### src/rtl/alu_ctrl_stage.sv
// ID/EX stage: decodes an RV32I instruction into ALU control, operand-B select and immediate.
// One-cycle latency; stall holds the register, flush loads a bubble, a seen ECALL bubbles every later load.
module alu_ctrl_stage #(
  parameter int CNT_W = 8
) (
  input  logic             clk,
  input  logic             reset,
  input  logic             id_valid,
  input  logic [31:0]      id_inst,
  input  logic             stall,
  input  logic             flush,
  output logic             ex_valid,
  output logic [3:0]       ex_alu_ctrl,
  output logic             ex_alu_src_imm,
  output logic [31:0]      ex_imm,
  output logic             ex_illegal,
  output logic             ex_halt,
  output logic             halt_seen,
  output logic [CNT_W-1:0] illegal_count
);

  localparam logic [3:0] ALU_ADD = 4'd0;
  localparam logic [3:0] ALU_SUB = 4'd1;
  localparam logic [3:0] ALU_AND = 4'd2;
  localparam logic [3:0] ALU_OR  = 4'd3;
  localparam logic [3:0] ALU_XOR = 4'd4;
  localparam logic [3:0] ALU_SLL = 4'd5;
  localparam logic [3:0] ALU_SLR = 4'd6;

  localparam logic [6:0] OP_R      = 7'b0110011;
  localparam logic [6:0] OP_I      = 7'b0010011;
  localparam logic [6:0] OP_LOAD   = 7'b0000011;
  localparam logic [6:0] OP_STORE  = 7'b0100011;
  localparam logic [6:0] OP_BRANCH = 7'b1100011;
  localparam logic [6:0] OP_JAL    = 7'b1101111;
  localparam logic [6:0] OP_JALR   = 7'b1100111;
  localparam logic [6:0] OP_SYSTEM = 7'b1110011;

  localparam logic [CNT_W-1:0] CNT_MAX = '1;
  localparam logic [CNT_W-1:0] CNT_ONE = {{(CNT_W-1){1'b0}}, 1'b1};

  logic [6:0]  opcode;
  logic [2:0]  funct3;
  logic [6:0]  funct7;
  logic [31:0] imm_i, imm_s, imm_b, imm_j;

  assign opcode = id_inst[6:0];
  assign funct3 = id_inst[14:12];
  assign funct7 = id_inst[31:25];
  assign imm_i  = {{20{id_inst[31]}}, id_inst[31:20]};
  assign imm_s  = {{20{id_inst[31]}}, id_inst[31:25], id_inst[11:7]};
  assign imm_b  = {{19{id_inst[31]}}, id_inst[31], id_inst[7], id_inst[30:25], id_inst[11:8], 1'b0};
  assign imm_j  = {{11{id_inst[31]}}, id_inst[31], id_inst[19:12], id_inst[20], id_inst[30:21], 1'b0};

  logic        ok;
  logic [3:0]  op_ctrl;
  logic        op_src;
  logic [31:0] op_imm;
  logic        op_halt;

  always_comb begin
    ok      = 1'b0;
    op_ctrl = ALU_ADD;
    op_src  = 1'b0;
    op_imm  = '0;
    op_halt = 1'b0;
    case (opcode)
      OP_R: begin
        case (funct3)
          3'b000: begin
            ok      = (funct7 == 7'h00) || (funct7 == 7'h20);
            op_ctrl = funct7[5] ? ALU_SUB : ALU_ADD;
          end
          3'b111:  begin ok = (funct7 == 7'h00); op_ctrl = ALU_AND; end
          3'b110:  begin ok = (funct7 == 7'h00); op_ctrl = ALU_OR;  end
          3'b100:  begin ok = (funct7 == 7'h00); op_ctrl = ALU_XOR; end
          3'b001:  begin ok = (funct7 == 7'h00); op_ctrl = ALU_SLL; end
          3'b101:  begin ok = (funct7 == 7'h00); op_ctrl = ALU_SLR; end
          default: ok = 1'b0;
        endcase
      end
      OP_I: begin
        op_src = 1'b1;
        op_imm = imm_i;
        case (funct3)
          3'b000:  begin ok = 1'b1; op_ctrl = ALU_ADD; end
          3'b111:  begin ok = 1'b1; op_ctrl = ALU_AND; end
          3'b110:  begin ok = 1'b1; op_ctrl = ALU_OR;  end
          3'b100:  begin ok = 1'b1; op_ctrl = ALU_XOR; end
          3'b001:  begin ok = (funct7 == 7'h00); op_ctrl = ALU_SLL; end
          3'b101:  begin ok = (funct7 == 7'h00); op_ctrl = ALU_SLR; end
          default: ok = 1'b0;
        endcase
      end
      OP_LOAD, OP_JALR: begin ok = 1'b1; op_src = 1'b1; op_imm = imm_i; end
      OP_STORE:         begin ok = 1'b1; op_src = 1'b1; op_imm = imm_s; end
      OP_BRANCH:        begin ok = 1'b1; op_ctrl = ALU_SUB; op_imm = imm_b; end
      OP_JAL:           begin ok = 1'b1; op_src = 1'b1; op_imm = imm_j; end
      OP_SYSTEM: begin
        ok      = (id_inst == 32'h0000_0073);
        op_halt = ok;
      end
      default: ok = 1'b0;
    endcase
  end

  // Illegal encodings collapse to a harmless ADD with rs2 and a zero immediate.
  logic [3:0]  dec_ctrl;
  logic        dec_src;
  logic [31:0] dec_imm;
  logic        dec_illegal;
  logic        dec_halt;

  assign dec_illegal = !ok;
  assign dec_ctrl    = ok ? op_ctrl : ALU_ADD;
  assign dec_src     = ok && op_src;
  assign dec_imm     = ok ? op_imm : '0;
  assign dec_halt    = ok && op_halt;

  always_ff @(posedge clk or posedge reset) begin
    if (reset) begin
      ex_valid       <= 1'b0;
      ex_alu_ctrl    <= '0;
      ex_alu_src_imm <= 1'b0;
      ex_imm         <= '0;
      ex_illegal     <= 1'b0;
      ex_halt        <= 1'b0;
      halt_seen      <= 1'b0;
      illegal_count  <= '0;
    end else if (flush || (!stall && (halt_seen || !id_valid))) begin
      ex_valid       <= 1'b0;
      ex_alu_ctrl    <= '0;
      ex_alu_src_imm <= 1'b0;
      ex_imm         <= '0;
      ex_illegal     <= 1'b0;
      ex_halt        <= 1'b0;
    end else if (!stall) begin
      ex_valid       <= 1'b1;
      ex_alu_ctrl    <= dec_ctrl;
      ex_alu_src_imm <= dec_src;
      ex_imm         <= dec_imm;
      ex_illegal     <= dec_illegal;
      ex_halt        <= dec_halt;
      if (dec_illegal && (illegal_count != CNT_MAX)) illegal_count <= illegal_count + CNT_ONE;
      if (dec_halt) halt_seen <= 1'b1;
    end
  end

endmodule

### config.mk
export PLATFORM = sky130hd
export DESIGN_NAME = alu_ctrl_stage
export DESIGN_NICKNAME = d
export VERILOG_FILES = /design/src/rtl/alu_ctrl_stage.sv
export SDC_FILE = /design/constraint.sdc
export NUM_CORES = 1
export LEC_CHECK = 0
export CAP_MARGIN = 20
export CORE_UTILIZATION = 40
export DETAILED_ROUTE_END_ITERATION = 8
export GPL_ROUTABILITY_DRIVEN = 0
export HOLD_SLACK_MARGIN = 0.08
export PLACE_DENSITY = 0.77
export SETUP_SLACK_MARGIN = 0.3
export SYNTH_ARGS = -nofsm -noshare
export SYNTH_HDL_FRONTEND = slang
export SYNTH_SLANG_ARGS = --single-unit
### constraint.sdc
create_clock -name clk -period 5.9 [get_ports clk]
set_clock_uncertainty 0.05 [all_clocks]
set_input_delay 0.59 -clock clk [delete_from_list [all_inputs] [get_ports clk]]
set_output_delay 0.59 -clock clk [all_outputs]
set_load 0.02 [all_outputs]
# Yosys cells after proc, flatten, opt, wreduce, memory -nomap -nowiden
# Cells that the tools add are included.
# Widths: inputs -> output; s select.
# classes
add_sub_neg,1
mul,0
div_mod_pow,0
n_lt_le_gt_ge,0
eq_ne,17
n_shift,0
muxes,24
bitwise,2
reduce_logical,20
# ops
op,count
$pmux 32 s4,1
$mux 32,3
$eq 32x7->1 const B,1
$eq 7x7->1 const B,4
$eq 7x6->1 const B,3
$pmux 3 s6,1
$pmux 3 s5,1
$reduce_or 5->1,3
$eq 3x3->1 const B,4
$mux 4,3
$mux 1,11
$pmux 3 s3,1
$add 8x1->8 const B,1
$ne 8x8->1 const B,1
$eq 7x2->1 const B,1
$eq 7x5->1 const B,1
$logic_not 7->1,1
$reduce_and 3->1,2
$logic_and 1x1->1,4
$pmux 1 s2,2
$pmux 1 s4,1
$reduce_or 4->1,1
$eq 3x1->1 const B,1
$logic_not 1->1,3
other kinds (6),9
# totals
ff_bits,49
latchBits,0
ram_bits,0
rom_bits,0
inputBits,37
out_inout_bits,49
wordCells,72
mem_count,0

# Depth between registers and ports, before layout
# logic_depth
ltp_word,7
ltp_mapped,8

# Worst setup path after synthesis
# No wires, ideal clock.
# synth_timing
path_kind,input -> register
start,in id_inst[5]
end,reg illegal_count[1]
arrival_ps,2354
required_ps,5725
path_slack_ps,3371
stages,8
n_path_buf,2
cell_sequence,buf_2 > nand4b_1 > nor2_2 > or2_1 > or4_1 > buf_6 > nor2_1 > mux2_2
# synth_via
elab_chain_len,6
# synth_lines
item,line,text
"start, declared",9,"input logic [31:0] id_inst,"
"$eq 7x7->1, or another cell as far along",67,case (opcode)
$reduce_or 5->1 (no source line),--,
$pmux 1 s4 *,67,
$logic_not 1->1 *,114,assign dec_illegal = !ok;
$logic_and 1x1->1 *,144,if (dec_illegal && (illegal_count != CNT_MAX)) illegal_count <= illegal_count + CNT_ONE;
$reduce_and 3->1 (no source line) *,--,
"end signal, assigned",144,
"end, declared",19,output logic [CNT_W-1:0] illegal_count
# Mark *: on every way between the ends. The rest lies on a longest branch, timed or not.
# A chain may end at the register's enable or synchronous reset.

# Final worst setup path
# layout_timing
start,in id_inst[6]
end,reg illegal_count[1]
# Same word-level chain as after synthesis.

==> summary.md <==
| Metric | Value |
|---|---|
| Synth top area cells | dfrtp_1, nand2_1, buf_4 |
| Post-Layout Cell Count | 352 |
| Core area | 0.00475 mm2 |
| CP peak stage delay | 0.69 ns |
| Least-Margin Pin Slew | between 0.7 and 0.8 ns |
| Routed Wire Length | 5170 um |
| Top FF cell, synth | dfrtp_1 |
| Post-DP Area | 0.00278 mm2 |
| Row Count | 25 |
| Seq cells post-synth | 37 |
| GRT overflow | 0 |
| Die Y | just over 70 um |
| Register area | roughly 900 um2 |
| Leakage power total | 1.15 nW |
| Antenna diodes | 0 |
| Post-CTS Setup Inserts | 0 |
| Area leader, netlist | dfrtp_1 |
| Ports | 86 |
| Post-DRT Antenna Nets | 0 |
| First-pass GRT wire length | 8180 um |
| WP data required | 6.03 ns |
| Via/cell ratio | ~5.3 |
| Synth cell count leaders | dfrtp_1, nand2_1, o21ai_0 |
| Routed len/inst | 14.7 um |
| Hold_sp | ex_imm[0]$_DFFE_PP0P_ |
| Initial antenna violation count | 0 |
| Final setup viols | 0 |
| Critical path class | input pin to flop |
| Vias in the first global route | 1,697 |
| Worst R2R Path Depth | 4 |
| Syn Area/Cell | 9.35 um2 |
| Peak supply drop | 0.000191 V |
| Die Width | 72.4 um |
| Drt pass-1 iters | 4 |
| TritonCTS clock tree | built |
| CTS Hold Buffers Added | 0 |
| Min-Delay Path Class | flop to flop |
| Outcome | finished, final reports clean |
| Worst slew margin | 0.519 |
| Total design power | 0.611 mW |
| Die area | 0.00524 mm2 |
| Hold Path Cell Cnt | 2 |
| Tcrit/Tclk final | 0.519 |
| Final #Nets | 323 |
| Max-cap violations | 0 |
| Overall Global Routing Usage | 0.203 |
| P&R area growth vs syn | 45.3% |
| R2R Path End | illegal_count[1]$_DFFE_PP0P_ |
| Max FO, Critical Path | 11 |
| Most frequent cell after synthesis | dfrtp_1 |
| Post-synth EDFFs | 0 |
| Buffers on Ports | 84 |
| CP Launch Type | input pin |
| Root Driver | clkbuf_8 |
| Initial detailed-routing violation count | 110 |
| Clk Latency, worst-skew pair | 0.29 ns |
| WHS Endpoint | ex_imm[0]$_DFFE_PP0P_ |
| Area taken by multi-input logic gates | 902 um2 |
| Min Tclk post-route | 3.06 ns |
| Final hold violation count | 0 |
| Clock sinks | 37 |
| CTS Buf Count | 5 |
| Fin Setup TNS | 0 ns |
| Cells after Synth | approximately 210 |
| Critical path cell sequence | clkdlybuf4s50_1, nand4b_1, nor2_2, or2_1, or4_1, nor2_1, mux2_2 |
| RSZ-0062 raised after global routing | false |
| Register-to-register setup slack | about 3.7 ns |
| Worst r2r src | halt_seen$_DFFE_PP0P_ |
| Fin. max-slew vios | 0 |
| Net Count, Synth | 250 |
| Yosys Warn Count | 0 |
| Largest net degree at the start of global routing | 38 |
| CP bufs+invs | 1 |
| Critical path's top delay family | simple AND/OR/NAND/NOR gates |
| Arr. time, crit path | 3.19 ns |
| Sequential fraction of the synthesis area | 0.467 |
| Vias | 1,859 |
| Crit path capture type | flop |
| Mapped Area | 0.00198 mm2 |
| Deepest clock path buffer count | 2 |
| Post-cts resize count | 0 |
| Yosys cell types | 45 |
| DP HPWL | between 3000 and 4000 um |
| Clk pin slew, worst setup/hold paths | 0.07 ns |
| Fill cells | 422 |
| # DRC | 0 |
| Fmax | 0.327 GHz |
| Synth top area share | 0.467 |
| Fin area | 0.00288 mm2 |
| Synth async-reset ratio | 1.00 |
| Pwr/cell area | 212 mW/mm2 |
| Initial Util | 0.417 |
| Layout cells sized above 1 | 0.0632 |
| Hold Slack | between 0.4 and 0.5 ns |
| Slowest cell on the critical path | or4_1 |
| H-tree level count | 2 |
| Dpl cells | 344 |
[cell usage in the layout (no fill, tap or decap), types with 7 or more instances in the layout]
master,n
clkdlybuf4s50_1,84
dfrtp_1,37
nand2_1,32
o21ai_0,13
a21oi_1,12
o21ai_1,11
nor2_1,9
nand3_1,8
nor4_1,7
[worst reg2reg max path, stage by stage (launching register included)]
cell     delay [ns]
dfrtp_1        0.41
nor4b_1        0.60
o21ai_1        0.43
nor2_1         0.28
mux2_2         0.36
[registers in the layout (all words and copies together) (netlist names)]
name,cells
ex_alu_ctrl,3
ex_alu_src_imm,1
ex_halt,1
ex_illegal,1
ex_imm,21
ex_valid,1
halt_seen,1
illegal_count,8
[metal layers]
| metal | GRT usage | vias to the layer above | wire (um) |
|---|---|---|---|
| met5 | 0 | - | 0 |
| met4 | 0.0523 | 0 | 44 |
| met3 | 0.0444 | 5 | 384 |
| met2 | 0.310 | 82 | 2370 |
| met1 | 0.293 | 878 | 2370 |
| li1 | - | 894 | - |
[worst max path at each step]
| stage | from | end | slack (ns) | cells after the start |
|---|---|---|---|---|
| finish | id_inst[6] | illegal_count[1]$_DFFE_PP0P_ | 2.84 | 7 |
| global route | id_inst[5] | ex_imm[0]$_DFFE_PP0P_ | 2.69 | 6 |
| CTS | id_inst[6] | illegal_count[1]$_DFFE_PP0P_ | 2.88 | 7 |
| detailed placement | id_inst[6] | illegal_count[1]$_DFFE_PP0P_ | 2.57 | 7 |
| global placement | id_inst[6] | illegal_count[1]$_DFFE_PP0P_ | 2.63 | 7 |
| floorplan | id_inst[5] | illegal_count[1]$_DFFE_PP0P_ | 3.37 | 8 |
[cell type report]
cell class	count	share of cell area
well taps	67	0.0291
flip-flops and latches	37	0.321
inverters	5	0.00652
repair buffers	86	0.298
clock inverters	1	0.00261
clock buffers	6	0.0287
multi-input cells	150	0.313
[stage by stage]
stage | utilization | setup slack [ns]
final | 0.606 | 2.84
after floorplan | - | 3.37
after global placement | 0.584 | 2.63
after CTS | 0.603 | 2.88
after detailed placement | 0.584 | 2.57
after global routing | 0.606 | 2.69
[logic make-up (layout without fill, tap and decap cells)]
family,after synthesis,count (layout),share of synthesized area
AO/OA/AOI/OAI,58,58,0.184
XOR/XNOR,7,7,0.0309
adder cells (fa/ha/maj),1,1,0.00631
buffers and inverters,25,98,0.0789
flip-flops,37,37,0.467
multiplexers,1,1,0.00568
other,1,1,0.00189
AND/OR/NAND/NOR,82,82,0.225
[report_power, final]
group | total (mW) | switching, mW | internal [mW]
logic | 0.139 | 0.0706 | 0.0680
registers | 0.291 | 0.0217 | 0.269
clock network | 0.182 | 0.0893 | 0.0923
total | 0.611 | 0.182 | 0.429
Note: power is estimated with default switching activity, not from simulation.
